==> src/rtl/div_pkg.sv <==
// Shared definitions for the sequential signed divider.
// Build option: define DIV_SAT_EN for saturating results (default wraps).
package div_pkg;

   localparam int DIV_WIDTH   = 16;
   localparam int DIV_LATENCY = DIV_WIDTH + 1;
   localparam int DIV_CNT_W   = $clog2(DIV_WIDTH);

   typedef enum logic [1:0] {
      IDLE,
      CALC,
      FIX
   } div_state_t;

   localparam logic [DIV_WIDTH-1:0] Q_POS_SAT = 16'h7FFF;
   localparam logic [DIV_WIDTH-1:0] Q_NEG_SAT = 16'h8000;
   localparam logic [DIV_WIDTH-1:0] Q_DZ_WRAP = 16'hFFFF;

   // Two's complement negation at the datapath width.
   function automatic logic [DIV_WIDTH-1:0] negate(input logic [DIV_WIDTH-1:0] v);
      return (~v) + DIV_WIDTH'(1);
   endfunction

   // Unsigned magnitude; -32768 maps to 0x8000, which is correct read as unsigned.
   function automatic logic [DIV_WIDTH-1:0] abs_val(input logic [DIV_WIDTH-1:0] v);
      return v[DIV_WIDTH-1] ? negate(v) : v;
   endfunction

endpackage

==> src/rtl/div_substep.sv <==
// One restoring-division iteration: shift, trial subtract, keep or restore.
module div_substep
   import div_pkg::*;
(
   input  logic [DIV_WIDTH:0]   rem,
   input  logic [DIV_WIDTH-1:0] sreg,
   input  logic [DIV_WIDTH-1:0] dmag,
   output logic [DIV_WIDTH:0]   rem_next,
   output logic [DIV_WIDTH-1:0] sreg_next
);

   logic [DIV_WIDTH:0] shifted;
   logic [DIV_WIDTH:0] diff;
   logic               unused_rem_top;

   // The partial remainder always stays below the divisor magnitude, so its top bit
   // is zero on entry and is dropped by the shift.
   assign unused_rem_top = rem[DIV_WIDTH];

   // Trial subtraction; a clear sign bit means the divisor fits and the quotient bit is 1.
   always_comb begin
      shifted   = {rem[DIV_WIDTH-1:0], sreg[DIV_WIDTH-1]};
      diff      = shifted - {1'b0, dmag};
      rem_next  = shifted;
      sreg_next = {sreg[DIV_WIDTH-2:0], 1'b0};
      if (!diff[DIV_WIDTH]) begin
         rem_next  = diff;
         sreg_next = {sreg[DIV_WIDTH-2:0], 1'b1};
      end
   end

endmodule

==> src/rtl/seq_signed_divider.sv <==
// Iterative signed divider with truncating quotient and fixed WIDTH+1 latency.
// Build option: DIV_SAT_EN selects saturating divide-by-zero / overflow results.
module seq_signed_divider
   import div_pkg::*;
(
   input  logic                 clk,
   input  logic                 rst,
   input  logic                 start,
   input  logic [DIV_WIDTH-1:0] dividend,
   input  logic [DIV_WIDTH-1:0] divisor,
   output logic                 busy,
   output logic                 done,
   output logic [DIV_WIDTH-1:0] quotient,
   output logic [DIV_WIDTH-1:0] remainder,
   output logic                 dz
);

   localparam logic [DIV_CNT_W-1:0] CNT_LAST = DIV_CNT_W'(DIV_WIDTH - 1);

   div_state_t           state, state_next;
   logic [DIV_WIDTH:0]   rem, rem_next;
   logic [DIV_WIDTH-1:0] sreg, sreg_next;
   logic [DIV_WIDTH-1:0] dmag;
   logic [DIV_CNT_W-1:0] cnt;
   logic                 neg_q, neg_r, dz_flag;
   logic [DIV_WIDTH-1:0] q_fix, r_fix;

   div_substep u_substep (
      .rem       (rem),
      .sreg      (sreg),
      .dmag      (dmag),
      .rem_next  (rem_next),
      .sreg_next (sreg_next)
   );

   // State register.
   always_ff @(posedge clk or posedge rst) begin
      if (rst) state <= IDLE;
      else     state <= state_next;
   end

   // Next-state logic; busy covers every non-idle cycle.
   always_comb begin
      state_next = state;
      busy       = (state != IDLE);
      case (state)
         IDLE:    if (start) state_next = CALC;
         CALC:    if (cnt == CNT_LAST) state_next = FIX;
         FIX:     state_next = IDLE;
         default: state_next = IDLE;
      endcase
   end

   // Operand capture on an accepted start, then one iteration per CALC cycle.
   always_ff @(posedge clk or posedge rst) begin
      if (rst) begin
         rem     <= '0;
         sreg    <= '0;
         dmag    <= '0;
         cnt     <= '0;
         neg_q   <= 1'b0;
         neg_r   <= 1'b0;
         dz_flag <= 1'b0;
      end else begin
         case (state)
            IDLE: if (start) begin
               rem     <= '0;
               sreg    <= abs_val(dividend);
               dmag    <= abs_val(divisor);
               cnt     <= '0;
               neg_r   <= dividend[DIV_WIDTH-1];
               neg_q   <= dividend[DIV_WIDTH-1] ^ divisor[DIV_WIDTH-1];
               dz_flag <= (divisor == '0);
            end
            CALC: begin
               rem  <= rem_next;
               sreg <= sreg_next;
               cnt  <= cnt + DIV_CNT_W'(1);
            end
            default: ;
         endcase
      end
   end

   // Sign fix and special cases. With a zero divisor every trial subtract succeeds,
   // so the partial remainder ends holding |dividend| and the signed remainder
   // naturally equals the original dividend.
   always_comb begin
      r_fix = neg_r ? negate(rem[DIV_WIDTH-1:0]) : rem[DIV_WIDTH-1:0];
      q_fix = neg_q ? negate(sreg) : sreg;
`ifdef DIV_SAT_EN
      if (dz_flag)
         q_fix = neg_r ? Q_NEG_SAT : Q_POS_SAT;
      else if (!neg_q && sreg[DIV_WIDTH-1])
         q_fix = Q_POS_SAT;
`else
      if (dz_flag)
         q_fix = Q_DZ_WRAP;
`endif
   end

   // Result registers, updated only when a division completes; done is a one-cycle pulse.
   always_ff @(posedge clk or posedge rst) begin
      if (rst) begin
         done      <= 1'b0;
         quotient  <= '0;
         remainder <= '0;
         dz        <= 1'b0;
      end else begin
         done <= 1'b0;
         if (state == FIX) begin
            done      <= 1'b1;
            quotient  <= q_fix;
            remainder <= r_fix;
            dz        <= dz_flag;
         end
      end
   end

endmodule

==> config.mk <==
export PLATFORM = sky130hd
export DESIGN_NAME = seq_signed_divider
export DESIGN_NICKNAME = d
export VERILOG_FILES = /design/src/rtl/div_pkg.sv /design/src/rtl/div_substep.sv /design/src/rtl/seq_signed_divider.sv
export SDC_FILE = /design/constraint.sdc
export NUM_CORES = 1
export LEC_CHECK = 0
export ABC_AREA = 1
export BUFFER_PORTS_ARGS = -buffer_cell sky130_fd_sc_hd__buf_2
export CORE_MARGIN = 10
export CORE_UTILIZATION = 60
export CTS_BUF_LIST = sky130_fd_sc_hd__clkbuf_16
export CTS_CLUSTER_SIZE = 16
export DETAILED_ROUTE_END_ITERATION = 16
export GPL_TIMING_DRIVEN = 0
export PLACE_DENSITY = 0.78
export SKIP_CTS_REPAIR_TIMING = 1
export SLEW_MARGIN = 5
export SYNTH_ARGS = -nofsm -noshare
export SYNTH_HDL_FRONTEND = slang
export SYNTH_SLANG_ARGS = --single-unit
==> constraint.sdc <==
create_clock -name clk -period 3.75 [get_ports clk]
set_input_delay 0.75 -clock clk [delete_from_list [all_inputs] [get_ports clk]]
set_output_delay 0.75 -clock clk [all_outputs]
set_load 0.005 [all_outputs]
==> results of run 1 <==
[power groups by stage]
stage,Combinational (W),Clock (W),Sequential (W)
after global placement,0.00393,0,0.00179
after global routing,0.00463,0.000895,0.00185
after floorplan,0.00309,0,0.00170
after detailed placement,0.00401,0,0.00180
after CTS,0.00405,0.000851,0.00180
final,0.00406,0.000846,0.00181
[layout by cell type, fill, tap and decap left out, types with 2 or more instances in the layout]
cell,count
xnor2_1,3
a22oi_1,12
o21bai_1,3
nand3_1,100
a21oi_1,24
nor2_1,72
xor2_1,21
clkbuf_16,9
nand2_4,4
nor3_1,10
o31ai_1,4
nand2_1,267
nor4_1,2
a31oi_1,8
clkinv_1,4
or2_2,5
nand4_1,14
o221ai_1,3
nand2_2,8
nand3b_1,10
ha_1,21
inv_6,2
clkbuf_1,15
buf_2,75
o211ai_1,3
nand3_4,2
o22ai_1,5
nand2_8,2
and2_1,3
clkinv_2,2
dfrtp_1,91
inv_1,127
o21ai_0,46
[stage by stage]
| step | instances | setup TNS [ps] | cell area [sq um] |
|---|---|---|---|
| finish | 1130 | 0 | 7120 |
| global route | 1130 | 0 | 7120 |
| CTS | 1130 | 0 | 7120 |
| detailed placement | 1114 | 0 | 6850 |
| global placement | 1113 | -33270 | 6820 |
| floorplan | 910 | 0 | 6310 |
[sequential cells by signal, indices dropped and copies added, names as in the netlist]
name,count
cnt,4
dmag,16
done,1
dz,1
dz_flag,1
neg_q,1
neg_r,1
quotient,16
rem,16
remainder,16
sreg,16
state,2
[logic make-up (layout without fill, tap and decap cells)]
logic type | count (synthesis) | count (layout) | synth area share
AND/OR/NAND/NOR | 503 | 503 | 0.358
buffers and inverters | 156 | 240 | 0.0949
AO/OA/AOI/OAI | 113 | 113 | 0.107
flip-flops | 91 | 91 | 0.361
XOR/XNOR | 24 | 24 | 0.0333
adder cells (fa/ha/maj) | 22 | 22 | 0.0448
multiplexers | 1 | 1 | 0.00159
[how the worst max path moves through the flow]
stage                        start       end  slack, ps
after floorplan                rst    cnt[0]        640
after global placement         rst  dmag[14]       -380
after detailed placement  sreg[15]    rem[1]       1430
after CTS                 sreg[15]    rem[5]       1400
after global routing      sreg[15]   rem[12]       1250
final                     sreg[15]    rem[5]       1410
[metal layers]
metal  vias to the layer above  part of all wire  GRT usage
met4                         0             0.013     0.0552
met5                         -                 0          0
li1                       3104                 -          -
met1                      2770              0.48      0.317
met2                       190              0.45      0.349
met3                        22             0.063     0.0523
[cell type report]
class | count | area (sq um) | area share
plain buffers | 25 | 108 | 0.0151
clock buffers | 9 | 225 | 0.0316
clock inverters | 7 | 42.5 | 0.00598
inverters | 131 | 494 | 0.0694
multi-input cells | 663 | 3440 | 0.483
flip-flops and latches | 91 | 2280 | 0.320
well taps | 136 | 170 | 0.0239
repair buffers | 68 | 363 | 0.0510
==> key figures, run 1 <==
Place
  – Pre-CTS WS: 1430 ps
  – Post-DP HPWL: 12900 um
  – Port buffer count: 67
  – Gp weighted congestion: 0.923

Setup path
  – Crit-path max FO: 10
  – Delay-heaviest family, CP: simple AND/OR/NAND/NOR gates
  – Slowest-stage cell, CP: fa_1
  – Crit Path Class: register to register
  – Worst reg-to-reg path cell count: 15
  – Start of the worst register-to-register path: sreg[15]
  – Bufs and invs on worst path: 2
  – Endpoint type of the worst setup path: register
  – Reg-to-Reg End: rem[5]
  – CP max stage delay: 410 ps
  – WP depth: 15
  – Critical path arrival: 2590 ps
  – CP Cell Sequence: inv_1 -> ha_1 -> fa_1 -> inv_1 -> nand2_1 -> nand2_2 -> nand3_2 -> nand2_2 -> nand2_4 -> nand2_4 -> nand2_8 -> nand2_8 -> nand2_1 -> nand3_1 -> nand2_1
  – Required time worst endpoint: 4000 ps
  – Reg-to-reg slack, setup: 1410 ps
  – Crit start category: register
  – Crit-path most repeated cell: nand2_1

Synthesis
  – Post-synth net total: 967
  – Number of flops mapped to enable cells by yosys: 0
  – Post-synth top area share: 0.361
  – Top FF cell, synth: dfrtp_1
  – Post-synthesis cell type count: 44
  – Synth top cells by count: nand2_1, inv_1, nand3_1, dfrtp_1, nor2_1
  – Mapped Area: 6310 sq um
  – Yosys reg bits: 91
  – Synth Instances: 910
  – Synth top area cells: dfrtp_1, nand2_1, nand3_1
  – Average size of a mapped cell: 6.94 sq um
  – Asr flop ratio synth: 1.00
  – Post-synth top area cell: dfrtp_1
  – Cell with the most instances after synthesis: nand2_1
  – Synth Warn #: 0
  – Sequential share of the synthesized area: 0.361

STA
  – Max Slew Vio Count: 0
  – Max Clk Rate: 427 MHz
  – Unrepaired setup endpoints after global routing: no
  – Clock skew: 8.37 ps
  – Final setup viols: 0
  – Period utilization: 0.625
  – Worst setup margin: 1410 ps
  – Hold Violations, Final: 0
  – Post-layout minimum cycle time: 2340 ps
  – Worst Tran Pin Value: 534 ps
  – Hold slack final: 453 ps
  – Slew headroom: 0.644

Floorplanning
  – Top Ports: 70
  – Initial core utilization: 0.614
  – Std cell rows: 37
  – Core area: 10300 sq um
  – Die Wd: 123 um
  – Die footprint: 15000 sq um
  – Die H: 123 um

Pwr
  – Flop pwr share: 0.270
  – Int Pwr: 0.00333 W
  – PwrDens: 944 nW/um^2
  – Gate power share: 0.604
  – Clock share of power: 0.126
  – Static Leak: 3.83 nW
  – Total chip power: 0.00672 W
  – Switching power of the nets: 0.00339 W
  – Switching Share: 0.504
  – Peak supply drop: 492 uV

Layout
  – Fill count: 949
  – Area grow syn2layout: 12.7%
  – Final core occ: 0.692
  – Layout cells sized above 1: 0.121
  – Nets: 1046
  – # diodes: 0

Route
  – Violation count after the first detailed-route iteration: 581
  – Antenna Nets Post-Route: 0
  – Routed len/inst: 14.7 um
  – DR DRC count: 0
  – Routed wire length: 16600 um
  – Vias: 6086
  – Drt first pass iters: 6
  – Via density: 5.39

CTS
  – CTS tree: built
  – CTS Sinks: 91
  – Root Driver: clkbuf_16
  – CTS clock-pin slew for the worst setup and hold paths: 70 ps
  – H-tree depth: 3
  – Num CTS Buffers: 9
  – Worst skew pair latency: 350 ps
  – CTS max path bufs: 2

Global routing
  – First-pass GRT wire length: 27600 um
  – Total gr overflow: 0
  – Total Routing Usage GR: 0.227
  – Pin count of the biggest net entering global routing: 51
  – Initial antenna violation count: 0
  – Number of global-route vias before repair: 5741

Min path
  – Hold Path Class: primary input to async pin

Run
  – MaxCap Viol Count: 0

Run status
  – Status: finished, final reports clean
Power figures use the tool's default switching activity.
==> run 2: changes to the inputs <==
ABC_AREA = 0   (was 1)
CORE_UTILIZATION = 53   (was 60)
PLACE_DENSITY = 0.74   (was 0.78)
clock period = 2.1 ns   (was 3.75 ns; I/O delays follow)
==> run 2 against run 1 <==
The flow now finishes with violations (setup timing). Critical path depth shrank 5. Count of clock-buffer cells in the layout unchanged. Sequential power increased by 81%. Total power grew 70%. Sequential share of layout area is 2.7 points higher. Core utilization fell by 4.9 points. Synthesized cell count is 32% lower. Non-clock buffer count increased by 13. Cell count down 25%. Clock power increased by 74%. Critical path type unchanged. Critical endpoint is now rem[4].
==> key figures, run 2 <==
STA
  – Period utilization: 1.21 (+0.583)
  – Unrepaired setup endpoints after global routing: yes
  – Slew headroom: 0.593 (-0.0510)
  – Total Neg Setup Slack: -6510 ps (-6510 ps)
  – Worst Tran Pin Value: 605 ps (+71.0 ps)
  – Post-layout minimum cycle time: 2540 ps (+194 ps)
  – Worst setup margin: -437 ps (-1840 ps)
  – Clock skew: 6.25 ps (-2.12 ps)
  – Final setup viols: 17 (+17)
  – Hold Violations, Final: 0 (unchanged)
  – Max Slew Vio Count: 0 (unchanged)
  – Max Clk Rate: 394 MHz (-7.6%)

Route
  – Vias: 4732 (-22%)
  – Via density: 5.57 (+3.4%)
  – Drt first pass iters: 5 (-1)
  – Routed wire length: 13900 um (-17%)
  – DR DRC count: 0 (unchanged)
  – Violation count after the first detailed-route iteration: 367 (-37%)
  – Routed len/inst: 16.3 um (+11%)
  – Antenna Nets Post-Route: 0 (unchanged)

Run
  – MaxCap Viol Count: 0 (unchanged)

Synthesis
  – Yosys reg bits: 91 (unchanged)
  – Average size of a mapped cell: 8.92 sq um (+29%)
  – Synth top cells by count: dfrtp_1, o21ai_0, nand2_1, xor2_1, a21oi_1
  – Synth top area cells: dfrtp_1, xor2_1, o21ai_0
  – Post-synth net total: 678 (-30%)
  – Asr flop ratio synth: 1.00 (unchanged)
  – Post-synth top area share: 0.411 (+0.0506)
  – Mapped Area: 5540 sq um (-12%)
  – Post-synth top area cell: dfrtp_1
  – Post-synthesis cell type count: 52 (+18%)
  – Sequential share of the synthesized area: 0.411 (+0.0506)
  – Synth Instances: 621 (-32%)
  – Cell with the most instances after synthesis: dfrtp_1
  – Synth Warn #: 0 (unchanged)
  – Number of flops mapped to enable cells by yosys: 0 (unchanged)
  – Top FF cell, synth: dfrtp_1

CTS
  – CTS Sinks: 91 (unchanged)
  – CTS max path bufs: 2 (unchanged)
  – Num CTS Buffers: 9 (unchanged)
  – H-tree depth: 3 (unchanged)
  – CTS clock-pin slew for the worst setup and hold paths: 70 ps (about the same)
  – Root Driver: clkbuf_16
  – CTS tree: built
  – Worst skew pair latency: 340 ps (about the same)

Layout
  – Commonest non-fill, non-tap cell in the layout: dfrtp_1
  – Most frequent cells in the layout: dfrtp_1, nand2_1, o21ai_0
  – Nets: 766 (-27%)
  – # diodes: 0 (unchanged)
  – Fin area: 6580 sq um (-7.5%)
  – Layout cells sized above 1: 0.192 (+0.0712)
  – Area grow syn2layout: 18.9%

Global routing
  – Met3 global-route usage: 0.0518 (-0.000538)
  – Total gr overflow: 0 (unchanged)
  – Total Routing Usage GR: 0.186 (-0.0403)
  – Pin count of the biggest net entering global routing: 43 (-16%)
  – First-pass GRT wire length: 22500 um (-18%)
  – Met1 Usage GRT: 0.267 (-0.0497)
  – Global route hottest layer: met2
  – Number of global-route vias before repair: 4536 (-21%)
  – Met2 Usage GRT: 0.270 (-0.0787)
  – Initial antenna violation count: 0 (unchanged)

Pwr
  – Switching Share: 0.445 (-0.0594)
  – Gate power share: 0.585 (-0.019)
  – Total chip power: 0.0114 W (+70%)
  – Static Leak: 2.99 nW (-22%)
  – PwrDens: 1740 nW/um^2 (+84%)
  – Peak supply drop: 744 uV (+51%)
  – Int Pwr: 0.00635 W (+91%)
  – Flop pwr share: 0.286 (+0.016)
  – Switching power of the nets: 0.00509 W (+50%)
  – Clock share of power: 0.129 (+0.003)

Floorplanning
  – Die H: 122 um (-0.31%)
  – Core area: 10200 sq um (-0.45%)
  – Initial core utilization: 0.541 (-0.0732)
  – Die footprint: 14900 sq um (-0.61%)
  – Std cell rows: 37 (unchanged)
  – Top Ports: 70 (unchanged)
  – Die Wd: 122 um (-0.31%)

Setup path
  – Crit Path Class: register to register
  – Reg-to-Reg End: rem[4]
  – Worst reg-to-reg path cell count: 10 (-5)
  – Crit start category: register
  – Required time worst endpoint: 2310 ps (-1690 ps)
  – Crit-path max FO: 5 (-5)
  – Start of the worst register-to-register path: dmag[0]
  – Critical path arrival: 2750 ps (+160 ps)
  – Reg-to-reg slack, setup: -440 ps (-1840 ps)
  – Endpoint type of the worst setup path: register

Min path
  – Hold Path Class: primary input to async pin

Run status
  – Status: complete, but fails checks
  – Failing checks: setup timing

Place
  – Post-DP HPWL: 10700 um (-17%)
  – Gp weighted congestion: 0.863 (-6.4%)
  – Placed cell area: 6130 sq um (-10%)
  – Port buffer count: 68 (+1.5%)
==> run 2: changes by cell type in the layout (fill, tap and decap cells not counted), moves of 27 or more <==
cell	before	now
nand2_1	267	79
inv_1	127	25
nand3_1	100	22
nor2_1	72	30
xor2_1	21	49
o21ai_0	46	73
==> run 2: kinds of logic after synthesis <==
kind of cell	synth area share
and+or+nand+nor	0.159
AOI/OAI and AO/OA	0.197
DFF	0.411
xor gates and xnor gates	0.111
buffers and inverters	0.0416
adders and majority gates	0.0511
muxes	0.0289
==> run 2: area by class of cell <==
type                            instances  area, sq um
Fill cell                             842         3650
Multi-Input combinational cell        472         3160
Sequential cell                        91         2280
Timing Repair Buffer                   77          460
Clock buffer                            9          225
Tap cell                              136          170
Buffer                                 29          123
Inverter                               29          113
Clock inverter                          7         42.5
==> run 2: power by group through the flow <==
stage	registers (W)	clock network, W	logic (W)
after CTS	0.00324	0.00148	0.00591
final	0.00327	0.00147	0.00670
after global placement	0.00322	0	0.00568
after global routing	0.00337	0.00159	0.00741
after detailed placement	0.00327	0	0.00586
after floorplan	0.00306	0	0.00457
==> run 2: metrics by stage <==
stage           util  std cells  worst slack [ps]  hold WS (ps)
4_1_cts        0.626        843              -774          88.2
6_report       0.643        850              -437          82.2
2_1_floorplan      -        621              -407           450
3_5_place_dp   0.599        827              -742           450
5_1_grt        0.643        850              -524          93.5
3_3_place_gp   0.595        825              -689           450
==> run 2: worst max path at each step <==
stage / startpoint / end / slack, ps / cells past startpoint
final: dmag[0] / rem[4] / -440 / 10
after floorplan: sreg[15] / rem[14] / -410 / 11
after global placement: rem[0] / rem[14] / -690 / 10
after CTS: rem[0] / rem[11] / -770 / 10
after detailed placement: rem[0] / rem[11] / -740 / 10
after global routing: dmag[0] / rem[1] / -520 / 10
==> run 2: routing by layer <==
metal	vias up	routed length, um
met5	-	0
met4	0	180
met1	2237	6630
li1	2353	-
met3	15	948
met2	127	6100
==> run 2: worst max-delay path, cell delays in order (launching register included) <==
cell and delay [ps]:
dfrtp_1 410, ha_4 180, fa_2 340, nand2b_4 170, a21oi_4 160, o21ai_4 90, o31ai_4 280, xor2_4 290
buf_6 180, mux2i_1 220, o21ai_1 80
